<file path="config.mk">
export PLATFORM = sky130hd
export DESIGN_NAME = flag_branch_unit
export DESIGN_NICKNAME = d
export VERILOG_FILES = /design/src/rtl/alu_flags_pkg.sv /design/src/rtl/flag_branch_unit_cond_eval.sv /design/src/rtl/flag_branch_unit.sv
export SDC_FILE = /design/constraint.sdc
export NUM_CORES = 1
export LEC_CHECK = 0
export BUFFER_PORTS_ARGS = -buffer_cell sky130_fd_sc_hd__buf_2
export CAP_MARGIN = 20
export CELL_PAD_IN_SITES_DETAIL_PLACEMENT = 1
export CELL_PAD_IN_SITES_GLOBAL_PLACEMENT = 2
export CORE_MARGIN = 5
export CORE_UTILIZATION = 25
export DETAILED_ROUTE_END_ITERATION = 8
export GPL_TIMING_DRIVEN = 0
export PLACE_DENSITY = 0.82
export SLEW_MARGIN = 20
export SYNTH_ARGS = -nofsm -noshare
export SYNTH_HDL_FRONTEND = slang
export SYNTH_SLANG_ARGS = --single-unit
</file>
<file path="constraint.sdc">
create_clock -name clk -period 1.8 [get_ports clk]
set_input_delay 0.18 -clock clk [delete_from_list [all_inputs] [get_ports clk]]
set_output_delay 0.18 -clock clk [all_outputs]
set_load 0.1 [all_outputs]
</file>
<file path="src/rtl/alu_flags_pkg.sv">
// Shared types and constants for the condition-flag register and branch resolver.
package alu_flags_pkg;

  typedef enum logic [1:0] {
    BR_COND   = 2'b00,
    BR_CBZ    = 2'b01,
    BR_CBNZ   = 2'b10,
    BR_UNCOND = 2'b11
  } br_type_e;

  typedef enum logic [3:0] {
    COND_EQ = 4'h0, COND_NE = 4'h1, COND_HS = 4'h2, COND_LO = 4'h3,
    COND_MI = 4'h4, COND_PL = 4'h5, COND_VS = 4'h6, COND_VC = 4'h7,
    COND_HI = 4'h8, COND_LS = 4'h9, COND_GE = 4'hA, COND_LT = 4'hB,
    COND_GT = 4'hC, COND_LE = 4'hD, COND_AL = 4'hE, COND_NV = 4'hF
  } cond_e;

  typedef enum logic {
    ST_IDLE    = 1'b0,
    ST_PRESENT = 1'b1
  } out_state_e;

  localparam int FLAG_N = 3;
  localparam int FLAG_Z = 2;
  localparam int FLAG_C = 1;
  localparam int FLAG_V = 0;

endpackage

</file>
<file path="src/rtl/flag_branch_unit_cond_eval.sv">
// Combinational B.cond evaluator: condition code against {N,Z,C,V}.
module cond_eval
  import alu_flags_pkg::*;
(
  input  logic [3:0] cond,
  input  logic [3:0] flags,
  output logic       pass
);

  logic n, z, c, v;
  logic gt;

  always_comb begin
    n    = flags[FLAG_N];
    z    = flags[FLAG_Z];
    c    = flags[FLAG_C];
    v    = flags[FLAG_V];
    gt   = !z && (n == v);
    pass = 1'b0;
    case (cond_e'(cond))
      COND_EQ: pass = z;
      COND_NE: pass = !z;
      COND_HS: pass = c;
      COND_LO: pass = !c;
      COND_MI: pass = n;
      COND_PL: pass = !n;
      COND_VS: pass = v;
      COND_VC: pass = !v;
      COND_HI: pass = c && !z;
      COND_LS: pass = !(c && !z);
      COND_GE: pass = (n == v);
      COND_LT: pass = (n != v);
      COND_GT: pass = gt;
      COND_LE: pass = !gt;
      default: pass = 1'b1;  // AL and NV both always pass
    endcase
  end

endmodule

</file>
<file path="src/rtl/flag_branch_unit.sv">
// NZCV flag register with same-cycle bypass and a registered branch decision
// for the PC-select stage.
module flag_branch_unit
  import alu_flags_pkg::*;
(
  input  logic       clk,
  input  logic       reset,
  input  logic       alu_zero,
  input  logic       alu_neg,
  input  logic       alu_carry,
  input  logic       alu_ovf,
  input  logic       set_flags,
  input  logic       br_valid,
  input  logic [1:0] br_type,
  input  logic [3:0] cond,
  input  logic       stall,
  input  logic       flush,
  output logic [3:0] flags_q,
  output logic       taken_valid,
  output logic       taken
);

  logic [3:0] alu_flags;
  logic [3:0] flags_d;
  logic [3:0] eff_flags;
  logic       cond_pass;
  logic       decision;
  out_state_e state_q, state_d;
  logic       taken_q, taken_d;

  always_comb begin
    alu_flags = {alu_neg, alu_zero, alu_carry, alu_ovf};
    flags_d   = flags_q;
    if (set_flags && !stall) flags_d = alu_flags;
    // A flag-setting op in the same cycle as the branch must be seen by it.
    eff_flags = set_flags ? alu_flags : flags_q;
  end

  cond_eval u_cond_eval (
    .cond  (cond),
    .flags (eff_flags),
    .pass  (cond_pass)
  );

  always_comb begin
    decision = 1'b1;
    case (br_type_e'(br_type))
      BR_COND:   decision = cond_pass;
      BR_CBZ:    decision = alu_zero;
      BR_CBNZ:   decision = !alu_zero;
      default:   decision = 1'b1;
    endcase
  end

  always_comb begin
    state_d = state_q;
    taken_d = taken_q;
    if (!stall) begin
      if (br_valid && !flush) begin
        state_d = ST_PRESENT;
        taken_d = decision;
      end else begin
        state_d = ST_IDLE;
        taken_d = 1'b0;
      end
    end
  end

  always_ff @(posedge clk or posedge reset) begin
    if (reset) begin
      flags_q <= 4'b0000;
      state_q <= ST_IDLE;
      taken_q <= 1'b0;
    end else begin
      flags_q <= flags_d;
      state_q <= state_d;
      taken_q <= taken_d;
    end
  end

  assign taken_valid = (state_q == ST_PRESENT);
  assign taken       = taken_q;

endmodule
</file>
Word-level counts from Yosys, hierarchy flattened
Index checks and enable logic that the tools add are counted.
{"block": "op_classes", "n_reduce_logical": 15, "n_eq_ne": 17, "n_mux": 5}
{"op": "$eq 4x4->1 const B", "count": 6}
{"op": "$eq 4x3->1 const B", "count": 4}
{"op": "$pmux 1 s14", "count": 1}
{"op": "$logic_not 1->1", "count": 9}
{"op": "$eq 4x2->1 const B", "count": 2}
{"op": "$eq 4x1->1 const B", "count": 1}
{"op": "$logic_and 1x1->1", "count": 4}
{"op": "$logic_not 4->1", "count": 1}
{"op": "$mux 4", "count": 1}
{"op": "$pmux 1 s3", "count": 1}
{"op": "$eq 2x1->1 const B", "count": 1}
{"op": "$eq 2x2->1 const B", "count": 1}
{"op": "$logic_not 2->1", "count": 1}
{"op": "$mux 1", "count": 2}
{"op": "$eq 1x1->1", "count": 1}
{"op": "$ne 1x1->1", "count": 1}
{"block": "word_totals", "ff_bits": 6, "in_bits": 16, "output_inout_bits": 6, "elab_cells": 40}

Depth between registers and ports, before layout
{"block": "logic_depth", "word_depth": 7, "ltp_mapped": 6, "depth_no_buf": 5}

Modules after synthesis
Synthesis repeated with hierarchy kept, for this count alone.
{"block": "unflattened", "cells_unflattened": 48, "hier_area_um2": 500.5}
{"mod": "flag_branch_unit", "seq_area_each_um2": 150.1, "instances": 1, "cells_per_inst": 24, "area_per_inst_um2": 322.8}
{"mod": "cond_eval", "seq_area_each_um2": 0.0, "instances": 1, "cells_per_inst": 24, "area_per_inst_um2": 177.7}

Worst setup path after synthesis
No wires, ideal clock.
{"block": "synth_timing", "kind": "register to register", "from": "register flags_q[3]", "to": "register taken_q (netlist: taken)", "setup_time_ps": 145, "synth_period_minus_slack_ps": 2177, "arrival_ps": 2032, "n_path_buf": 0, "required_time_ps": 1655, "path_slack_ps": -377, "stages_incl_launch_ff": 6, "cell_sequence": "dfrtp_1 -> xnor2_1 -> mux4_2 -> a22oi_2 -> xor2_1 -> o211ai_1"}
{"block": "synth_between", "elab_chain_cells": 7, "elab_cells_between_ends": 9}
{"item": "from (decl)", "line": "flag_branch_unit.sv:18", "text": "output logic [3:0] flags_q,"}
{"item": "from (signal assigned)", "line": "flag_branch_unit.sv:75", "text": "flags_q <= flags_d;"}
{"item": "$mux 4 *", "line": "flag_branch_unit.sv:36", "text": "eff_flags = set_flags ? alu_flags : flags_q;"}
{"item": "$eq 1x1->1", "line": "flag_branch_unit_cond_eval.sv:18, flag_branch_unit_cond_eval.sv:31"}
{"item": "$logic_and 1x1->1", "line": "flag_branch_unit_cond_eval.sv:18", "text": "gt = !z && (n == v);"}
{"item": "$logic_not 1->1", "line": "flag_branch_unit_cond_eval.sv:34", "text": "COND_LE: pass = !gt;"}
{"item": "$pmux 1 s14 *", "line": "flag_branch_unit_cond_eval.sv:20", "text": "case (cond_e'(cond))"}
{"item": "$pmux 1 s3 *", "line": "flag_branch_unit.sv:47", "text": "case (br_type_e'(br_type))"}
{"item": "$mux 1 *", "line": "flag_branch_unit.sv:59", "text": "if (br_valid && !flush) begin"}
{"item": "to (signal assigned)", "line": "flag_branch_unit.sv:77", "text": "taken_q <= taken_d;"}
{"item": "to (decl)", "line": "flag_branch_unit.sv:29", "text": "logic taken_q, taken_d;"}
Mark *: on every way between the ends. The rest lies on a longest branch, timed or not.
A chain may end at the register's enable or synchronous reset.

Final worst setup path
{"block": "layout_timing", "from": "register flags_q[0]", "to": "register taken_q (netlist: taken)"}
Same word-level chain as after synthesis.

==> flow_metrics.env <==
export IMPL_status="completed"
export IMPL_busiest_layer="met2"
export IMPL_cts_root_buf="clkbuf_4"
export IMPL_via_per_inst=4.52
export IMPL_cts_setup_buffers=0
export IMPL_drtPass1Iterations=4
export IMPL_final_hold_viol_count=0
export IMPL_drcViolationCount=0
export IMPL_diodes=0
export IMPL_cpMaxStageDelayCell="dfrtp_4"
export IMPL_nFillCells=214
export IMPL_area_growth_pct=40.1
export IMPL_ys_types=21
export IMPL_cts_max_level=1
export IMPL_grtUsageTotal_pct=10.1
export IMPL_synthesis_area_um2=462
export IMPL_die_area_um2=2810
export IMPL_pre_cts_slack_ns=0.0395
export IMPL_fin_crit_ns=1.75
export IMPL_path_cells="xnor2_2 > mux4_2 > a22oi_2 > xor2_1 > o211ai_1"
export IMPL_worstSkewPairLatency_ns=0.24
export IMPL_worstMarginPinSlew_ns=0.530
export IMPL_dp_cells=88
export IMPL_clk_pin_slew_ns=0.05
export IMPL_gp_congestion=0.734
export IMPL_finalWirelength_um=1230
export IMPL_max_freq_mhz=570
export IMPL_num_vias=420
export IMPL_wl_per_cell_um=13.3
export IMPL_power_total_uw=584
export IMPL_overflow=0
export IMPL_io_pins=22
export IMPL_path_class="reg -> reg"
export IMPL_antenna_found_initial=0
export IMPL_final_area_um2=647
export IMPL_numCtsBuffers=3
export IMPL_cts_path_max_buffers=2
export IMPL_slew_headroom_pct=64.6
export IMPL_finalWorstSetupSlack_ns=0.0469
export IMPL_p_leak_nw=0.303
export IMPL_core_um2=1750
export IMPL_grt_met3_usage_pct=0.845
export IMPL_cts_tree="built"
export IMPL_met2_usage_pct=19.2
export IMPL_fin_util_pct=37.1
export IMPL_multi_input_area_um2=303
export IMPL_required_ns=1.88
export IMPL_finalHoldWorstSlack_ns=0.209
export IMPL_seqCellArea_um2=160
export IMPL_drt_iter0_drc=4
export IMPL_cp_data_arrival_time_ns=1.83
export IMPL_power_density_nw_per_um2=903
export IMPL_clock_skew_ns=0.00972
export IMPL_grt_pass1_wl_um=2000
export IMPL_finalCritPeriodShare_pct=97.4
export IMPL_ir_worst_vdd_v=0.000428
export IMPL_ys_warn_count=0
export IMPL_start_util_pct=26.5
export IMPL_portBuffers=20
export IMPL_critical_path_max_fanout=4
export IMPL_cp_end_kind="register"
export IMPL_clock_sinks=6
export IMPL_hold_path_class="in -> reg"
export IMPL_synth_area_per_cell_um2=10.7
export IMPL_met1_usage_pct=10.0
export IMPL_dpl_cell_area_um2=611
export IMPL_ys_seq_area_share_pct=32.5
export IMPL_finalSetupTns_ns=0
export IMPL_synthCells=43
export IMPL_max_cap_viol_count=0
export IMPL_cts_resized=0
export IMPL_row_count=15
export IMPL_synth_fp_nets=59
export IMPL_cpPeakStageDelay_ns=0.49
export IMPL_setup_viol=0
export IMPL_stdcell_count=93
export IMPL_ys_ff_latch=6
export IMPL_dpl_hpwl_um=1050
export IMPL_fin_nets=85
export IMPL_critPathLaunchType="register"
export IMPL_slew_viol_final=0
export IMPL_antenna_left=0
export IMPL_rsz0062_at_grt="no"
export IMPL_grt_start_max_net_pins=10
export IMPL_die_width_um=53.0
export IMPL_drive_above_1_share_pct=52.9
export IMPL_die_y_um=53.0
export IMPL_grt_pass1_vias=479
==> final timing paths <==
check / slack, ns / start / depth (start not counted) / endpoint
min reg2reg: 0.47 / taken_valid$_DFFE_PP0N_ / 1 / taken_valid$_DFFE_PP0N_
min in group asynchronous: 0.40 / reset / 3 / flags_q[3]$_DFFE_PP0P_
max in group asynchronous: 1.19 / reset / 3 / flags_q[2]$_DFFE_PP0P_
min: 0.21 / stall / 2 / taken_valid$_DFFE_PP0N_
max reg2reg: 0.05 / flags_q[0]$_DFFE_PP0P_ / 5 / taken$_DFFE_PP0N_
max: 0.05 / flags_q[0]$_DFFE_PP0P_ / 5 / taken$_DFFE_PP0N_
==> layout make-up <==
class / count / share of cell area, %
sequential: 6 / 24.8
inverter: 3 / 1.74
tap: 25 / 4.84
timing repair buffer: 21 / 17.0
buffer: 1 / 0.774
clock buffer: 4 / 4.06
multi-input combinational: 33 / 46.8
==> logic make-up (layout without fill, tap and decap cells) <==
| family | count (synthesis) | in the layout | share of synthesized area, % |
|---|---|---|---|
| compound gates | 9 | 9 | 16.3 |
| xor+xnor | 6 | 6 | 11.4 |
| buf+inv | 4 | 29 | 3.52 |
| flops | 6 | 6 | 32.5 |
| mux | 10 | 10 | 25.7 |
| simple gates | 8 | 8 | 10.6 |
==> flip-flops by register name, summed over array words and instances, names as in the netlist <==
name	flops
taken_valid	1
taken	1
flags_q	4
==> power by group <==
group	internal, mW	total (mW)	switching [mW]
Sequential	0.159	0.178	0.0189
Clock	0.0838	0.130	0.0460
Combinational	0.0833	0.277	0.193
==> critical path, delay by kind of cell (launching register included) <==
family / cells / cell delay, ns
mux: 1 / 0.47
flops: 1 / 0.49
compound gates: 2 / 0.30
xor+xnor: 2 / 0.32
==> layout by cell type, fill, tap and decap left out, drive strengths merged <==
cell type,netlist,routed
buf,1,21
dfrtp,6,6
mux2,5,5
mux2i,4,4
clkbuf,0,4
inv,3,3
xor2,3,3
xnor2,3,3
a22oi,3,3
nor3b,2,2
nor2b,2,2
nor2,2,2
a21o,1,1
nand3b,1,1
mux4,1,1
a311o,1,1
a21oi,1,1
a32oi,1,1
and3,1,1
o311ai,1,1
o211ai,1,1
dlygate4sd3,0,1
==> Yosys cell counts <==
cell,number,area (um^2)
a21o_1,1,7.51
a21oi_1,1,5.00
a22oi_1,2,15.0
a22oi_2,1,12.5
a311o_1,1,10.0
a32oi_1,1,8.76
and3_1,1,6.26
buf_2,1,5.00
dfrtp_1,6,150
inv_1,3,11.3
mux2_2,5,56.3
mux2i_1,4,40.0
mux4_2,1,22.5
nand3b_1,1,7.51
nor2_1,2,7.51
nor2b_1,2,12.5
nor3b_1,2,15.0
o211ai_1,1,7.51
o311ai_0,1,8.76
xnor2_1,3,26.3
xor2_1,3,26.3
==> what timing repair did <==
action,4_1_cts,5_1_grt
hold endpoints to repair,6,0
setup endpoints to repair,0,0
hold buffers,1,0
==> routing by layer <==
layer	vias up	routed length [um]
li1	211	-
met1	202	485
met2	5	702
met3	2	34
met4	0	10
met5	-	0
Note: power is estimated with default switching activity, not from simulation.
